**config.mk**
```make
export PLATFORM = sky130hd
export DESIGN_NAME = imm_ext_pipe
export DESIGN_NICKNAME = d
export VERILOG_FILES = /design/src/rtl/imm_ext_pipe.sv
export SDC_FILE = /design/constraint.sdc
export NUM_CORES = 1
export LEC_CHECK = 0
export BUFFER_PORTS_ARGS = -buffer_cell sky130_fd_sc_hd__buf_4
export CAP_MARGIN = 20
export CELL_PAD_IN_SITES_DETAIL_PLACEMENT = 1
export CELL_PAD_IN_SITES_GLOBAL_PLACEMENT = 1
export CORE_MARGIN = 4
export CORE_UTILIZATION = 30
export CTS_CLUSTER_SIZE = 28
export DETAILED_ROUTE_END_ITERATION = 10
export GPL_ROUTABILITY_DRIVEN = 0
export PLACE_DENSITY = 0.69
export SLEW_MARGIN = 5
export SYNTH_ARGS = -nofsm -noshare
export SYNTH_HDL_FRONTEND = slang
export SYNTH_SLANG_ARGS = --single-unit
export TNS_END_PERCENT = 5
```
**constraint.sdc**
```tcl
create_clock -name i_clk -period 3.7 [get_ports i_clk]
set_input_delay 0.74 -clock i_clk [delete_from_list [all_inputs] [get_ports i_clk]]
set_output_delay 0.74 -clock i_clk [all_outputs]
set_load 0.05 [all_outputs]
```
**src/rtl/imm_ext_pipe.sv**
```systemverilog
// Immediate extension stage: decodes a raw immediate by mode and buffers
// the extended result in a 2-entry FIFO with valid/ready handshakes.
module imm_ext_pipe #(
  parameter int unsigned IN_W  = 16,
  parameter int unsigned OUT_W = 32,
  parameter int unsigned SH_W  = 5
) (
  input  logic             i_clk,
  input  logic             i_rst,
  input  logic             i_valid,
  output logic             o_ready,
  input  logic [IN_W-1:0]  i_in,
  input  logic [2:0]       i_mode,
  input  logic             i_flush,
  output logic             o_valid,
  input  logic             i_ready,
  output logic [OUT_W-1:0] o_out_ext,
  output logic             o_mode_err
);

  localparam int unsigned PAD_W   = OUT_W - IN_W;
  localparam int unsigned SHPAD_W = OUT_W - SH_W;

  localparam logic [2:0] MODE_ZERO   = 3'd0;
  localparam logic [2:0] MODE_SIGN   = 3'd1;
  localparam logic [2:0] MODE_LUI    = 3'd2;
  localparam logic [2:0] MODE_BRANCH = 3'd3;
  localparam logic [2:0] MODE_SHAMT  = 3'd4;

  logic [OUT_W-1:0] sign_ext;
  logic [OUT_W-1:0] ext_d;
  logic             err_d;

  logic [OUT_W-1:0] data_q [2];
  logic             err_q  [2];
  logic             wptr;
  logic             rptr;
  logic [1:0]       count;

  logic push;
  logic pop;

  // Mode decode of the incoming immediate; reserved modes flag an error.
  always_comb begin
    ext_d    = '0;
    err_d    = 1'b0;
    sign_ext = {{PAD_W{i_in[IN_W-1]}}, i_in};
    case (i_mode)
      MODE_ZERO:   ext_d = {{PAD_W{1'b0}}, i_in};
      MODE_SIGN:   ext_d = sign_ext;
      MODE_LUI:    ext_d = {i_in, {PAD_W{1'b0}}};
      MODE_BRANCH: ext_d = sign_ext << 2;
      MODE_SHAMT:  ext_d = {{SHPAD_W{1'b0}}, i_in[SH_W-1:0]};
      default:     err_d = 1'b1;
    endcase
  end

  assign o_valid = (count != 2'd0);
  // A full FIFO refuses pushes even when the head is popped this cycle.
  assign o_ready = (count != 2'd2) && !i_rst;
  assign push    = i_valid && o_ready && !i_flush;
  assign pop     = o_valid && i_ready && !i_flush;

  // Storage, pointers and occupancy; flush beats any same-cycle push/pop.
  always_ff @(posedge i_clk or posedge i_rst) begin
    if (i_rst) begin
      count     <= 2'd0;
      wptr      <= 1'b0;
      rptr      <= 1'b0;
      data_q[0] <= '0;
      data_q[1] <= '0;
      err_q[0]  <= 1'b0;
      err_q[1]  <= 1'b0;
    end else if (i_flush) begin
      count <= 2'd0;
      wptr  <= 1'b0;
      rptr  <= 1'b0;
    end else begin
      if (push) begin
        data_q[wptr] <= ext_d;
        err_q[wptr]  <= err_d;
        wptr         <= ~wptr;
      end
      if (pop) begin
        rptr <= ~rptr;
      end
      case ({push, pop})
        2'b10:   count <= count + 2'd1;
        2'b01:   count <= count - 2'd1;
        default: count <= count;
      endcase
    end
  end

  // Head outputs are forced to zero while nothing is buffered.
  assign o_out_ext  = o_valid ? data_q[rptr] : '0;
  assign o_mode_err = o_valid ? err_q[rptr]  : 1'b0;

endmodule

```
# Word level (Yosys, flattened, before mapping)
# Cells that the tools add are included.
dict set report totals {
  regBits 70
  in_bits 24
  out_inout_bits 35
  word_cells 61
}
dict set report classes {
  addsub 2
  order_cmp 3
  n_eq_ne 7
  muxes 22
  n_bitwise 5
  reduce_logical 15
}
# operator count
set op_table {}
lappend op_table {{2-to-1 mux 32 bit} 5}
lappend op_table {{case mux 32 bit (5 select lines)} 1}
lappend op_table {{bitwise mux 64 bit} 1}
lappend op_table {{demux 32 bit (select 1 bit)} 1}
lappend op_table {{2-to-1 mux 1 bit} 10}
lappend op_table {{equality test 3 x 2 -> 1 bit, second input constant} 2}
lappend op_table {{logical AND 1 bit} 6}
lappend op_table {{nonzero test 2 bit} 3}
lappend op_table {{OR reduction 5 bit} 1}
lappend op_table {{greater-or-equal comparator 2 bit, second input constant} 2}
lappend op_table {{inverter 1 -> 2 bit} 2}
lappend op_table {{case mux 2 bit (2 select lines)} 1}
lappend op_table {{equality test 3 x 1 -> 1 bit, second input constant} 1}
lappend op_table {{equality test 3 bit, second input constant} 1}
lappend op_table {{zero test 3 bit} 1}
lappend op_table {{inverter 1 bit} 3}
lappend op_table {{nonzero test 3 bit} 1}
lappend op_table {{adder 2 x 1 -> 2 bit, second input constant} 1}
lappend op_table {{bitwise mux 2 bit} 1}
lappend op_table {{equality test 2 x 1 -> 1 bit, second input constant} 1}
lappend op_table {{equality test 2 bit, second input constant} 1}
lappend op_table {{zero test 1 bit} 2}
lappend op_table {{less-than comparator 2 x 1 -> 1 bit, second input constant} 1}
lappend op_table {{2-to-1 mux 2 bit} 1}
lappend op_table {{other kinds (4)} 4}

# Longest topological paths before layout
dict set report depth {
  ltp_word 7
  mapped_depth 6
  ltp_nobuf 3
}

# Least setup slack after synthesis
# Ideal clock, no wire load.
dict set report synth_timing {
  kind {register to output}
  startpoint {register rptr}
  endpoint {output port o_out_ext[10]}
  t_arrival_ns 1.629
  required_time_ns 2.960
  setup_slack_ns 1.331
  path_stages_with_launch 5
  path_buffers 2
  path_cell_list {dfrtp_1 > clkbuf_1 > buf_2 > mux2i_1 > nor2_1}
}
dict set report synth_via {
  elab_chain_len 5
}
# item line_no
set synth_lines {}
lappend synth_lines {{from (decl)} 37} ;# logic rptr;
lappend synth_lines {{from (signal assigned)} 85} ;# rptr <= ~rptr;
lappend synth_lines {{inverter 1 -> 2 bit (implied by the code)} 96} ;# assign o_out_ext = o_valid ? data_q[rptr] : '0;
lappend synth_lines {{2-to-1 mux 32 bit (implied by the code) (3 in a row)} 96}
lappend synth_lines {{2-to-1 mux 32 bit} 96}
lappend synth_lines {{to (decl)} 17} ;# output logic [OUT_W-1:0] o_out_ext,
# No other way between the ends. The select of a mux whose other input is x is not followed.

# Worst setup path in the final report
dict set report layout_timing {
  startpoint {register count[0]}
  endpoint {output port o_out_ext[26]}
}
dict set report layout_via {
  elab_chain_len 2
}
# item line_no
set layout_lines {}
lappend layout_lines {{from (decl)} 38} ;# logic [1:0] count;
lappend layout_lines {{from (signal assigned)} 88} ;# 2'b10: count <= count + 2'd1;
lappend layout_lines {{from (signal assigned)} 89} ;# 2'b01: count <= count - 2'd1;
lappend layout_lines {{from (signal assigned)} 90} ;# default: count <= count;
lappend layout_lines {{nonzero test 2 bit} 58} ;# assign o_valid = (count != 2'd0);
lappend layout_lines {{2-to-1 mux 32 bit} 96}
# No other way between the ends.

==> metrics.md <==
| Metric | Value |
|---|---|
| Seq/Total Area, Yosys | 47.7% |
| Root buffer cell | clkbuf_16 |
| Leakage | 2.17 nW |
| Pwr dens | 477 nW/µm² |
| # rows | 40 |
| Share of the synthesized area in the top cell type | 47.7% |
| Synth Register Bits | 70 |
| Psw | 570 µW |
| Count leader, synth | dfrtp_1 |
| Critical path type | reg2out |
| Grt total ovfl | 0 |
| Vias/cell | 4.87 |
| Clock Latency Late Sink | 0.32 ns |
| Finished Cell Area | 4520 µm² |
| Netlist cell types | 31 |
| Headroom to the max-slew limit | 56.2% |
| # IOs | 59 |
| Post-synth EDFFs | 0 |
| Final Hold Viols | 0 |
| Post-route minimum period | 2.66 ns |
| MaxCap Viol Count | 0 |
| Wire per inst | 17.0 µm |
| Setup TNS | 0 ns |
| Clk_skew | 0.00328 ns |
| Final Max Slew Viols | 0 |
| Syn. warnings | 0 |
| Post-cts gate resize count | 0 |
| Hold Crit Class | in2async |
| Iter 0 DRT Violations | 89 |
| Most common flop cell mapped by yosys | dfrtp_1 |
| Vias | 2537 |
| Post-Syn Area per Cell | 11.5 µm² |
| Worst EP required | 2.96 ns |
| Worst-path clk slew | 0.05 ns |
| H-tree depth | 3 |
| Global-route wire length before repair | 14900 µm |
| Cell count after synthesis | 318 |
| Largest net degree at the start of global routing | 54 |
| CP max FO | 14 |
| RSZ-0062 raised after global routing | false |
| Commonest cells post-synth | dfrtp_1, mux2i_1, nor2_1 |
| Worst slew pin tran | 0.657 ns |
| Synth Cell Area | 3670 µm² |
| Largest cells by area after synthesis | dfrtp_1, mux2i_1, mux2_1 |
| Combinational fraction of design power | 18.8% |
| Async set or reset register ratio after synthesis | 100% |
| Share of cells above drive strength 1 | 31.3% |
| Hold buffer count at cts | 0 |
| Period utilization | 71.8% |
| Area leader, netlist | dfrtp_1 |
| Die width | 119 µm |
| Post-DP HPWL | 6260 µm |
| DR pass1 iterations | 4 |
| ANT nets after route | 0 |
| Max clock buf depth | 2 |
| Internal power | 1.58 mW |
| CTS tree | built |
| Syn Nets | 342 |
| Worst r2r path cells | 4 |
| Final setup viols | 0 |
| Number of setup buffers added after CTS | 0 |
| Final wirelength | 8880 µm |
| Peak Freq | 0.377 GHz |
| Worst setup EP type | primary output |
| Layout area overhead | 23.1% |
| Inserted Clock Buffers | 9 |
| Maximum vdd ir drop | 0.000178 V |
| Ant diodes | 0 |
| Status | complete, no violations |
| Core ar. | 12000 µm² |
| Die H | 119 µm |
| Cell Area, Placed | 4210 µm² |
| IO Port Bufs | 58 |
| Die area | 14100 µm² |
| All-Layer GR Usage | 13.2% |
| Final #Nets | 394 |
| Crit path DAT | 1.92 ns |
| Clock power share | 37.5% |
| # clock sinks | 70 |
| CP startpoint kind | register |
| Vias in the first global route | 2854 |
| DRC | 0 |
| Initial core utilization | 30.6% |
| Initial antenna violation count | 0 |
| Sw Share | 26.5% |
| Sequential group share of total power | 43.8% |
## placed cells by master (no fill, tap or decap), types with 11 or more instances in the layout
master / n
a21o_1: 15
a21oi_1: 16
buf_4: 66
dfrtp_1: 69
mux2_1: 31
mux2_2: 31
mux2i_1: 39
nand2b_1: 12
nand3_1: 11
nor2_1: 36
## final cells by class
type,count,area (µm²)
multi-input cells,216,1760
repair buffers,67,515
clock buffers,15,288
well taps,147,184
flip-flops and latches,70,1750
fillers,1318,7490
inverters,6,22.5
## power by group through the flow
stage	Clock (mW)	Sequential, mW	Combinational [mW]
2_1_floorplan	0	0.933	0.302
3_3_place_gp	0	0.948	0.399
3_5_place_dp	0	0.956	0.410
4_1_cts	0.832	0.944	0.412
5_1_grt	0.869	0.959	0.451
6_report	0.807	0.943	0.404
## metrics by stage
step	worst slack (ns)	hold WS [ns]	std cells	utilization, %	total power, mW
after CTS	0.967	0.486	520	37.4	2.19
after global placement	1.32	0.466	505	35.1	1.35
after global routing	0.878	0.430	521	37.6	2.28
after floorplan	1.19	0.457	318	-	1.23
final	1.04	0.410	521	37.6	2.15
after detailed placement	1.29	0.475	505	35.1	1.37
## critical path, cell delays in order, from the launching register on
cell and delay [ns]:
dfrtp_1 0.44, nor2_2 0.56, buf_4 0.31, nor2_1 0.08, buf_4 0.19
## worst paths after layout
kind / start / endpoint / slack (ns)
min: i_rst / count[1]$_DFFE_PP0P_ / 0.41
max: count[0]$_DFFE_PP0P_ / o_out_ext[26] / 1.04
max in group asynchronous: i_rst / data_q[12]$_DFFE_PP0P_ / 2.46
min in group i_clk: data_q[12]$_DFFE_PP0P_ / data_q[12]$_DFFE_PP0P_ / 0.48
max reg2reg: count[1]$_DFFE_PP0P_ / data_q[30]$_DFFE_PP0P_ / 1.75
min reg2reg: data_q[12]$_DFFE_PP0P_ / data_q[12]$_DFFE_PP0P_ / 0.48
## layer usage
metal | global-route usage, % | routed length (µm)
met5 | 0 | 0
met3 | 3.54 | 362
met2 | 22.0 | 4320
met4 | 3.26 | 81
met1 | 17.1 | 4120
## state kept, by name, indices dropped and copies added (netlist names)
signal	cells
count	2
rptr	1
wptr	1
data_q	64
err_q	2
## kinds of logic after synthesis
logic type / after synthesis / synth area share, %
muxes: 101 / 29.7
and+or+nand+nor: 75 / 11.1
DFF: 70 / 47.7
AOI/OAI and AO/OA: 39 / 6.79
buffers and inverters: 32 / 4.50
xor gates and xnor gates: 1 / 0.239
(Power assumes the default switching activity.)
